==> src/rtl/sakebi_ipv4_rx.sv <==
// ============================================================================
// sakebi_ipv4_rx : IPv4 header parser/filter with a registered payload slice.
// Rev 1.0
// ============================================================================
`default_nettype none

module sakebi_ipv4_rx #(
    parameter int DATA_WIDTH    = 8,
    parameter int IP_ADDR_WIDTH = 32
) (
    input  logic                     i_axis_ACLK,
    input  logic                     i_axis_ARESETn,
    input  logic                     i_axis_TVALID,
    output logic                     o_axis_TREADY,
    input  logic [DATA_WIDTH-1:0]    i_axis_TDATA,
    output logic                     o_axis_TVALID,
    input  logic                     i_axis_TREADY,
    output logic [DATA_WIDTH-1:0]    o_axis_TDATA,
    output logic [IP_ADDR_WIDTH-1:0] o_src_ip_addr,
    output logic [IP_ADDR_WIDTH-1:0] o_dst_ip_addr,
    output logic [7:0]               o_protocol,
    output logic [15:0]              o_total_length,
    output logic                     o_hdr_valid,
    output logic                     o_hdr_error,
    input  logic                     i_specify_ip_en,
    input  logic [IP_ADDR_WIDTH-1:0] i_ip_addr,
    input  logic                     i_specify_protocol_en,
    input  logic [7:0]               i_protocol
);

    typedef enum logic [1:0] {
        ST_HDR     = 2'd0,
        ST_PAYLOAD = 2'd1,
        ST_DROP    = 2'd2
    } state_t;

    state_t                   state_q, state_d;
    logic [5:0]               cnt_q, cnt_d;
    logic [15:0]              rem_q, rem_d;
    logic [16:0]              acc_q, acc_d;
    logic [DATA_WIDTH-1:0]    hi_q, hi_d;
    logic [3:0]               ihl_q, ihl_d;
    logic [15:0]              tlen_q, tlen_d;
    logic [7:0]               proto_q, proto_d;
    logic [IP_ADDR_WIDTH-1:0] src_q, src_d;
    logic [IP_ADDR_WIDTH-1:0] dst_q, dst_d;
    logic                     out_valid_q, out_valid_d;
    logic [DATA_WIDTH-1:0]    out_data_q, out_data_d;
    logic [IP_ADDR_WIDTH-1:0] src_out_q, src_out_d;
    logic [IP_ADDR_WIDTH-1:0] dst_out_q, dst_out_d;
    logic [7:0]               proto_out_q, proto_out_d;
    logic [15:0]              tlen_out_q, tlen_out_d;
    logic                     hdr_valid_q, hdr_valid_d;
    logic                     hdr_error_q, hdr_error_d;

    logic        w_xfer;
    logic [5:0]  w_hdr_len;
    logic        w_last_hdr;
    logic [15:0] w_word;
    logic [16:0] w_acc_sum;
    logic [16:0] w_fold17;
    logic [15:0] w_fold;

    assign o_axis_TREADY = i_axis_ARESETn &&
                           ((state_q != ST_PAYLOAD) || !out_valid_q || i_axis_TREADY);
    assign w_xfer        = i_axis_TVALID && o_axis_TREADY;

    assign w_hdr_len  = {ihl_q, 2'b00};
    assign w_last_hdr = (cnt_q != 6'd0) && (cnt_q == w_hdr_len - 6'd1);

    // One's-complement running sum; the final fold absorbs the last carry twice.
    assign w_word    = {hi_q, i_axis_TDATA};
    assign w_acc_sum = {1'b0, acc_q[15:0]} + {1'b0, w_word} + {16'd0, acc_q[16]};
    assign w_fold17  = {1'b0, w_acc_sum[15:0]} + {16'd0, w_acc_sum[16]};
    assign w_fold    = w_fold17[15:0] + {15'd0, w_fold17[16]};

    always_comb begin
        state_d     = state_q;
        cnt_d       = cnt_q;
        rem_d       = rem_q;
        acc_d       = acc_q;
        hi_d        = hi_q;
        ihl_d       = ihl_q;
        tlen_d      = tlen_q;
        proto_d     = proto_q;
        src_d       = src_q;
        dst_d       = dst_q;
        out_valid_d = out_valid_q;
        out_data_d  = out_data_q;
        src_out_d   = src_out_q;
        dst_out_d   = dst_out_q;
        proto_out_d = proto_out_q;
        tlen_out_d  = tlen_out_q;
        hdr_valid_d = 1'b0;
        hdr_error_d = 1'b0;

        if (out_valid_q && i_axis_TREADY) begin
            out_valid_d = 1'b0;
        end

        unique case (state_q)
            ST_HDR: begin
                if (w_xfer) begin
                    cnt_d = cnt_q + 6'd1;
                    if (!cnt_q[0]) begin
                        hi_d = i_axis_TDATA;
                    end else begin
                        acc_d = w_acc_sum;
                    end
                    case (cnt_q)
                        6'd0: begin
                            ihl_d = i_axis_TDATA[3:0];
                            if (i_axis_TDATA[7:4] != 4'd4 || i_axis_TDATA[3:0] < 4'd5) begin
                                hdr_error_d = 1'b1;
                                state_d     = ST_DROP;
                            end
                        end
                        6'd2, 6'd3:
                            tlen_d = {tlen_q[7:0], i_axis_TDATA};
                        6'd9:
                            proto_d = i_axis_TDATA;
                        6'd12, 6'd13, 6'd14, 6'd15:
                            src_d = {src_q[IP_ADDR_WIDTH-DATA_WIDTH-1:0], i_axis_TDATA};
                        6'd16, 6'd17, 6'd18, 6'd19:
                            dst_d = {dst_q[IP_ADDR_WIDTH-DATA_WIDTH-1:0], i_axis_TDATA};
                        default: ;
                    endcase
                    // The last byte may complete dst IP, so checks use the _d values.
                    if (w_last_hdr) begin
                        cnt_d = 6'd0;
                        acc_d = 17'd0;
                        if (w_fold == 16'hFFFF &&
                            tlen_d >= {10'd0, w_hdr_len} &&
                            !(i_specify_ip_en && dst_d != i_ip_addr) &&
                            !(i_specify_protocol_en && proto_d != i_protocol)) begin
                            hdr_valid_d = 1'b1;
                            src_out_d   = src_d;
                            dst_out_d   = dst_d;
                            proto_out_d = proto_d;
                            tlen_out_d  = tlen_d;
                            rem_d       = tlen_d - {10'd0, w_hdr_len};
                            state_d     = (rem_d == 16'd0) ? ST_DROP : ST_PAYLOAD;
                        end else begin
                            hdr_error_d = 1'b1;
                            state_d     = ST_DROP;
                        end
                    end
                end
            end
            ST_PAYLOAD: begin
                if (w_xfer) begin
                    out_data_d  = i_axis_TDATA;
                    out_valid_d = 1'b1;
                    rem_d       = rem_q - 16'd1;
                    if (rem_q == 16'd1) begin
                        state_d = ST_DROP;
                    end
                end
            end
            ST_DROP: begin
                if (!i_axis_TVALID) begin
                    state_d = ST_HDR;
                    cnt_d   = 6'd0;
                    acc_d   = 17'd0;
                end
            end
            default: state_d = ST_HDR;
        endcase
    end

    always_ff @(posedge i_axis_ACLK or negedge i_axis_ARESETn) begin
        if (!i_axis_ARESETn) begin
            state_q     <= ST_HDR;
            cnt_q       <= 6'd0;
            rem_q       <= 16'd0;
            acc_q       <= 17'd0;
            hi_q        <= '0;
            ihl_q       <= 4'd0;
            tlen_q      <= 16'd0;
            proto_q     <= 8'd0;
            src_q       <= '0;
            dst_q       <= '0;
            out_valid_q <= 1'b0;
            out_data_q  <= '0;
            src_out_q   <= '0;
            dst_out_q   <= '0;
            proto_out_q <= 8'd0;
            tlen_out_q  <= 16'd0;
            hdr_valid_q <= 1'b0;
            hdr_error_q <= 1'b0;
        end else begin
            state_q     <= state_d;
            cnt_q       <= cnt_d;
            rem_q       <= rem_d;
            acc_q       <= acc_d;
            hi_q        <= hi_d;
            ihl_q       <= ihl_d;
            tlen_q      <= tlen_d;
            proto_q     <= proto_d;
            src_q       <= src_d;
            dst_q       <= dst_d;
            out_valid_q <= out_valid_d;
            out_data_q  <= out_data_d;
            src_out_q   <= src_out_d;
            dst_out_q   <= dst_out_d;
            proto_out_q <= proto_out_d;
            tlen_out_q  <= tlen_out_d;
            hdr_valid_q <= hdr_valid_d;
            hdr_error_q <= hdr_error_d;
        end
    end

    assign o_axis_TVALID  = out_valid_q;
    assign o_axis_TDATA   = out_data_q;
    assign o_src_ip_addr  = src_out_q;
    assign o_dst_ip_addr  = dst_out_q;
    assign o_protocol     = proto_out_q;
    assign o_total_length = tlen_out_q;
    assign o_hdr_valid    = hdr_valid_q;
    assign o_hdr_error    = hdr_error_q;

endmodule

`default_nettype wire

==> config.mk <==
export PLATFORM = sky130hd
export DESIGN_NAME = sakebi_ipv4_rx
export DESIGN_NICKNAME = d
export VERILOG_FILES = /design/src/rtl/sakebi_ipv4_rx.sv
export SDC_FILE = /design/constraint.sdc
export NUM_CORES = 1
export LEC_CHECK = 0
export CORE_ASPECT_RATIO = 1.1
export CORE_MARGIN = 4
export CORE_UTILIZATION = 40
export CTS_CLUSTER_DIAMETER = 30
export DETAILED_ROUTE_END_ITERATION = 12
export HOLD_SLACK_MARGIN = 0.02
export SKIP_CTS_REPAIR_TIMING = 1
export SLEW_MARGIN = 30
export SYNTH_ARGS = -nofsm -noshare
export SYNTH_HDL_FRONTEND = slang
export SYNTH_SLANG_ARGS = --single-unit
export TNS_END_PERCENT = 100
==> constraint.sdc <==
create_clock -name i_axis_ACLK -period 8.9 [get_ports i_axis_ACLK]
set_clock_uncertainty 0.2 [all_clocks]
set_input_delay 1.78 -clock i_axis_ACLK [delete_from_list [all_inputs] [get_ports i_axis_ACLK]]
set_output_delay 1.78 -clock i_axis_ACLK [all_outputs]
set_load 0.05 [all_outputs]
Yosys cells after proc, flatten, opt, wreduce, memory -nomap -nowiden
Cells that the tools add are included.
{"block": "op_classes", "shifts": 0, "add_sub_neg": 8, "div_mod_pow": 0, "n_lt_le_gt_ge": 2, "n_eq_ne": 29, "n_reduce_logical": 33, "bitwise_logic": 1, "multipliers": 0, "mux": 47}
{"cell": "32-bit 2-to-1 mux", "count": 4}
{"cell": "16-bit 2-to-1 mux", "count": 7}
{"cell": "17-bit 2-to-1 mux", "count": 4}
{"cell": "17-bit case mux with 2 select lines", "count": 1}
{"cell": "32-bit != test", "count": 1}
{"cell": "16-bit case mux with 2 select lines", "count": 1}
{"cell": "6-bit by 4-bit == test with 1-bit output (second input constant)", "count": 5}
{"cell": "6-bit by 5-bit == test with 1-bit output (second input constant)", "count": 4}
{"cell": "8-bit 2-to-1 mux", "count": 3}
{"cell": "2-bit 2-to-1 mux", "count": 9}
{"cell": "6-bit 2-to-1 mux", "count": 3}
{"cell": "16-bit by 1-bit adder with 17-bit output", "count": 1}
{"cell": "16-bit by 16-bit adder with 17-bit output", "count": 1}
{"cell": "17-bit by 1-bit adder with 17-bit output", "count": 1}
{"cell": "16-bit by 1-bit adder with 16-bit output", "count": 1}
{"cell": "16-bit by 1-bit == test with 1-bit output (second input constant)", "count": 1}
{"cell": "16-bit == test (second input constant)", "count": 1}
{"cell": "16-bit by 6-bit >= comparator with 1-bit output", "count": 1}
{"cell": "16-bit logical NOT", "count": 1}
{"cell": "16-bit by 1-bit subtractor with 16-bit output (second input constant)", "count": 1}
{"cell": "16-bit by 6-bit subtractor with 16-bit output", "count": 1}
{"cell": "1-bit 2-to-1 mux", "count": 13}
{"cell": "6-bit by 2-bit == test with 1-bit output (second input constant)", "count": 2}
{"cell": "2-bit != test (second input constant)", "count": 6}
{"cell": "other kinds (28)", "count": 47}
{"block": "word_totals", "latch_bits": 0, "out_inout_bits": 100, "ram_bits": 0, "rom_bits": 0, "inputBits": 54, "regBits": 240, "n_memories": 0}

Depth between registers and ports, before layout
{"block": "depth", "ltp_word": 16, "ltp_mapped": 30, "ltp_nobuf": 27}

Worst setup path before layout
Ideal clock, no wire load.
{"block": "synth_path", "kind": "input to register", "from": "input i_axis_TDATA[0]", "to": "register proto_out_q[1], in the netlist o_protocol[1]", "stages": 28, "required_time_ns": 8.575, "setup_slack_ns": 1.604, "arrival_time_ns": 6.971, "setup_time_ns": 0.125, "path_buffers": 2, "cell_sequence": "fa_1 -> inv_1 -> fa_1 -> nand2b_1 -> a211oi_2 -> o21ai_0 -> a21oi_1 -> nand2_1 -> nand2_1 -> a21o_1 -> ha_1 -> ha_1 -> and2_1 -> and4_1 -> nand3_1 -> nor3b_1 -> ha_1 -> ha_1 -> xor2_1 -> nand4_1 -> a2111oi_2 -> o2111ai_1 -> nor4b_1 -> and4b_1 -> nand4_4 -> buf_6 -> buf_6 -> mux2_4"}
{"block": "synth_via", "elab_chain_len": 9, "word_cells_on_any_way": 25, "cone_classes": "add/sub (4); order compare (1); eq/ne (3); mux (9); reduce/logical (8)"}
{"item": "start: declaration", "line_no": "15", "rtl": "input logic [DATA_WIDTH-1:0] i_axis_TDATA,"}
{"item": "16-bit by 16-bit adder with 17-bit output or 32-bit 2-to-1 mux (tied branches)", "line_no": "73, 110"}
{"item": "17-bit by 1-bit adder with 17-bit output or 32-bit 2-to-1 mux (tied branches)", "line_no": "73, 103"}
{"item": "16-bit by 1-bit adder with 17-bit output or 32-bit 2-to-1 mux (tied branches)", "line_no": "74, 101"}
{"item": "16-bit by 1-bit adder with 16-bit output or 32-bit != test (tied branches)", "line_no": "75, 134"}
{"item": "16-bit == test or 1-bit logical AND (tied branches)", "line_no": "132, 134"}
{"item": "1-bit logical AND or 1-bit logical NOT (tied branches)", "line_no": "132, 134"}
{"item": "1-bit logical AND", "line_no": "133", "rtl": "tlen_d >= {10'd0, w_hdr_len} &&"}
{"item": "1-bit logical AND *", "line_no": "134", "rtl": "!(i_specify_ip_en && dst_d != i_ip_addr) &&"}
{"item": "4-bit AND reduction (no line) *"}
{"item": "end signal: assignment", "line_no": "206", "rtl": "proto_out_q <= proto_out_d;"}
{"item": "end: declaration", "line_no": "51", "rtl": "logic [7:0] proto_out_q, proto_out_d;"}
Mark *: on every way between the ends. The rest lies on a longest branch, timed or not. The select of a mux whose other input is x is not followed.
A chain may end at the register's enable or synchronous reset.

Worst setup path after layout
{"block": "layout_path", "from": "input i_axis_TDATA[0]", "to": "register dst_out_q[4], in the netlist o_dst_ip_addr[4]"}
{"block": "layout_via", "elab_chain_len": 9, "word_cells_on_any_way": 25, "cone_classes": "add/sub (4); order compare (1); eq/ne (3); mux (9); reduce/logical (8)"}
{"item": "16-bit by 16-bit adder with 17-bit output or 32-bit 2-to-1 mux (tied branches)", "line_no": "73, 110"}
{"item": "17-bit by 1-bit adder with 17-bit output or 32-bit 2-to-1 mux (tied branches)", "line_no": "73, 103"}
{"item": "16-bit by 1-bit adder with 17-bit output or 32-bit 2-to-1 mux (tied branches)", "line_no": "74, 101"}
{"item": "16-bit by 1-bit adder with 16-bit output or 32-bit != test (tied branches)", "line_no": "75, 134"}
{"item": "16-bit == test or 1-bit logical AND (tied branches)", "line_no": "132, 134"}
{"item": "1-bit logical AND or 1-bit logical NOT (tied branches)", "line_no": "132, 134"}
{"item": "1-bit logical AND", "line_no": "133"}
{"item": "1-bit logical AND *", "line_no": "134"}
{"item": "4-bit AND reduction (no line) *"}
{"item": "end signal: assignment", "line_no": "205", "rtl": "dst_out_q <= dst_out_d;"}
{"item": "end: declaration", "line_no": "50", "rtl": "logic [IP_ADDR_WIDTH-1:0] dst_out_q, dst_out_d;"}
Marks and branches as above.

==> impl_results.md <==
- GPL Wtd Cong: 0.906
- Clk buf depth: 3
- Top Family by Delay on Critical Path: simple AND/OR/NAND/NOR gates
- Detailed-route vias per instance: 5.51
- Final Cycle Share: 0.902
- Gate Count Post-Synth: 1391
- Initial Util: 0.410
- Num CTS Buffers: 54
- Post-synthesis mux area share: 0.133
- Worst Hold Class: flip-flop to flip-flop
- Post-synth EDFFs: 0
- Yosys cell types: 88
- Input/output buffers: 153
- Pwr dens: 248 nW/um^2
- Main combinational cell family by area after synthesis: simple AND/OR/NAND/NOR gates
- Post-Synth Simple-Gate Area: 0.163
- 1st-iter DRT viols: 788
- Syn. warnings: 0
- FF/Latch Area: 6010 sq um
- Number of diodes: 0
- First-pass DRT Iterations: 5
- Core area: 33500 sq um
- Final Setup Violations: 0
- Placed Cells: 1922
- Compound-Gate Fraction of Synth Area: 0.134
- Worst hold endpoint: o_src_ip_addr[27]
- Avg Inst Size Synth: 9.88 sq um
- Worst EP arrival: 8.27 ns
- Count of final hold-check violations: 0
- CP Capture Type: flip-flop
- Share of layout cells above drive strength 1: 0.159
- Worst Min Path Start: o_src_ip_addr[27]
- Avg WL per Cell: 19.9 microns
- Clk root buf: clkbuf_16
- # IOs: 154
- Area of the multi-input gates: 7220 sq um
- Pin count of the biggest net entering global routing: 144
- Fmax: 0.125 GHz
- Static leakage: 0.00794 uW
- Reg2reg path depth: 26
- Crit path launch type: input pin
- CP required: 9.14 ns
- Reg2reg start: acc_q[16]
- Nets@finish: 1633
- Reg-to-reg endpoint: o_dst_ip_addr[4]
- Largest stage delay on the critical path: 0.51 ns
- Initial antenna violation count: 0
- DR DRC count: 0
- First-pass GRT wire length: 63.7 mm
- Yosys reg bits: 240
- Max-cap violations: 0
- Crit path max-delay cell type: clkdlybuf4s50_1
- Syn_nets: 1478
- Crit path max fanout: 143
- Power, Total: 4380 uW
- Vias in the first global route: 11146
- Post-layout min period: 8.03 ns
- DP HPWL: 28.8 mm
- H-tree levels: 2
- Die width: 185 microns
- Final Hold Slack: 0.272 ns
- R2R setup slack: 2.22 ns
- Worst path buffer plus inverter count: 3
- Setup CP Type: input pin to flip-flop
- Status: completed
- CP most frequent cell: ha_1
- Die H: 202 microns
- Sink Count: 240
- Gr ovfl total: 0
- Via count: 11126
- Clk Latency, worst-skew pair: 0.56 ns
- Top FF cell, synth: dfrtp_1
- Rel. slew slack: 0.427
- Post-synthesis xor/xnor area fraction: 0.0620
- Area Growth Syn to Fin: 28.3%
- Seq/Total Area, Yosys: 0.437
- Slew at the pin closest to its max-slew limit: 0.860 ns
- Fillers: 3032
- Asr flop ratio synth: 1.00
- Post-Synth Adder-Cell Area: 0.0317
- Std cell rows: 70
- Clock slew at reported path FFs: 0.05 ns
- Max-slew violation count: 0
- Peak supply drop: 0.207 mV
- Hold depth: 2
- Die ar.: 37400 sq um
- TNS Setup: 0 ns
- RSZ-0062 raised after global routing: no
- Post-Syn Area: 13700 sq um
- CTS tree: yes
- Antenna viol nets, final: 0
- Non-filler cells, final: 2021
- Post-Route WL: 40.2 mm
- GRT Total Usage: 0.213
==> stage by stage <==
| stage | setup WS, ns | area, sq um | utilization |
|---|---|---|---|
| floorplan | 1.60 | 13700 | - |
| global placement | 0.533 | 15600 | 0.466 |
| detailed placement | 0.406 | 15700 | 0.467 |
| CTS | 0.974 | 17600 | 0.525 |
| global route | 0.470 | 17600 | 0.526 |
| finish | 0.870 | 17600 | 0.526 |
==> per-layer routing <==
layer  track usage  vias up  wire (microns)
li1              -     5309               -
met1         0.298     5408           18400
met2         0.336      333           18500
met3        0.0401       76            2170
met4        0.0663        0            1130
met5             0        -               0
==> where the power goes <==
| group | switching, uW | internal, uW |
|---|---|---|
| sequential | 61.8 | 1150 |
| clock | 638 | 1460 |
| combinational | 639 | 423 |
==> state kept, by name, summed over array words and instances (netlist names) <==
name	count
o_hdr_error	1
o_total_length	16
hi_q	8
o_axis_TVALID	1
src_q	32
cnt_q	6
dst_q	32
tlen_q	16
o_dst_ip_addr	32
o_src_ip_addr	32
o_protocol	8
o_axis_TDATA	8
acc_q	17
ihl_q	4
rem_q	16
state_q	2
o_hdr_valid	1
proto_q	8
==> logic make-up after synthesis <==
kind of cell               count (synthesis)
AOI/OAI and AO/OA                        295
xor gates and xnor gates                  93
adders and majority gates                 33
buffers and inverters                    119
DFF                                      240
muxes                                    167
and+or+nand+nor                          444
==> worst reg2reg max path: cells and delay by family (launching register included) <==
kind / cells / cell delay [ns]
multiplexers: 1 / 0.50
AO/OA/AOI/OAI: 6 / 1.19
AND/OR/NAND/NOR: 12 / 2.71
flip-flops: 1 / 0.39
adder cells (fa/ha/maj): 5 / 1.28
buffers and inverters: 2 / 0.32
==> synth_stat cells, drive strengths merged, types with 24 or more instances <==
| cell | n | share of area |
|---|---|---|
| o21ai | 139 | 0.051 |
| nand2 | 170 | 0.046 |
| clkbuf | 57 | 0.016 |
| dfrtp | 240 | 0.44 |
| nor2 | 80 | 0.024 |
| a21oi | 50 | 0.019 |
| nor4 | 24 | 0.012 |
| inv | 40 | 0.011 |
| nor3 | 28 | 0.010 |
| xor2 | 38 | 0.025 |
| mux2 | 99 | 0.084 |
| xnor2 | 54 | 0.035 |
| mux2i | 68 | 0.050 |
| ha | 30 | 0.027 |
| nand3 | 33 | 0.012 |
==> final cells by class <==
cell class,instances,area share
multi-input combinational,1032,0.409
sequential,240,0.341
timing repair buffer,178,0.0989
clock buffer,70,0.0886
tap,432,0.0307
clock inverter,29,0.0231
inverter,40,0.00852
==> layout by cell type (no fill, tap or decap), drive strengths merged, types with 7 or more instances in the layout <==
| master | instances |
|---|---|
| xnor2 | 54 |
| o21ai | 139 |
| buf | 26 |
| nand2b | 12 |
| bufinv | 8 |
| nand3 | 33 |
| a22o | 11 |
| or3 | 16 |
| a21o | 12 |
| clkinv | 13 |
| clkbuf | 70 |
| nand4 | 15 |
| a221oi | 8 |
| and3 | 12 |
| xor2 | 38 |
| ha | 30 |
| dfrtp | 240 |
| nor4b | 9 |
| nor2b | 11 |
| nor2 | 80 |
| nor4 | 24 |
| nor3 | 28 |
| inv | 44 |
| nand2 | 170 |
| mux2 | 99 |
| clkdlybuf4s50 | 152 |
| a21oi | 50 |
| mux2i | 68 |
| or2 | 7 |
==> worst max path at each step <==
stage                       endpoint       startpoint  cells past startpoint  slack, ns
global route               rem_q[14]  i_axis_TDATA[0]                     26       0.47
CTS                 o_dst_ip_addr[4]  i_axis_TDATA[0]                     27       0.97
finish              o_dst_ip_addr[4]  i_axis_TDATA[0]                     27       0.87
detailed placement  o_dst_ip_addr[4]  i_axis_TDATA[0]                     27       0.41
floorplan              o_protocol[1]  i_axis_TDATA[0]                     28       1.60
global placement    o_dst_ip_addr[4]  i_axis_TDATA[0]                     27       0.53
(Power assumes the default switching activity.)
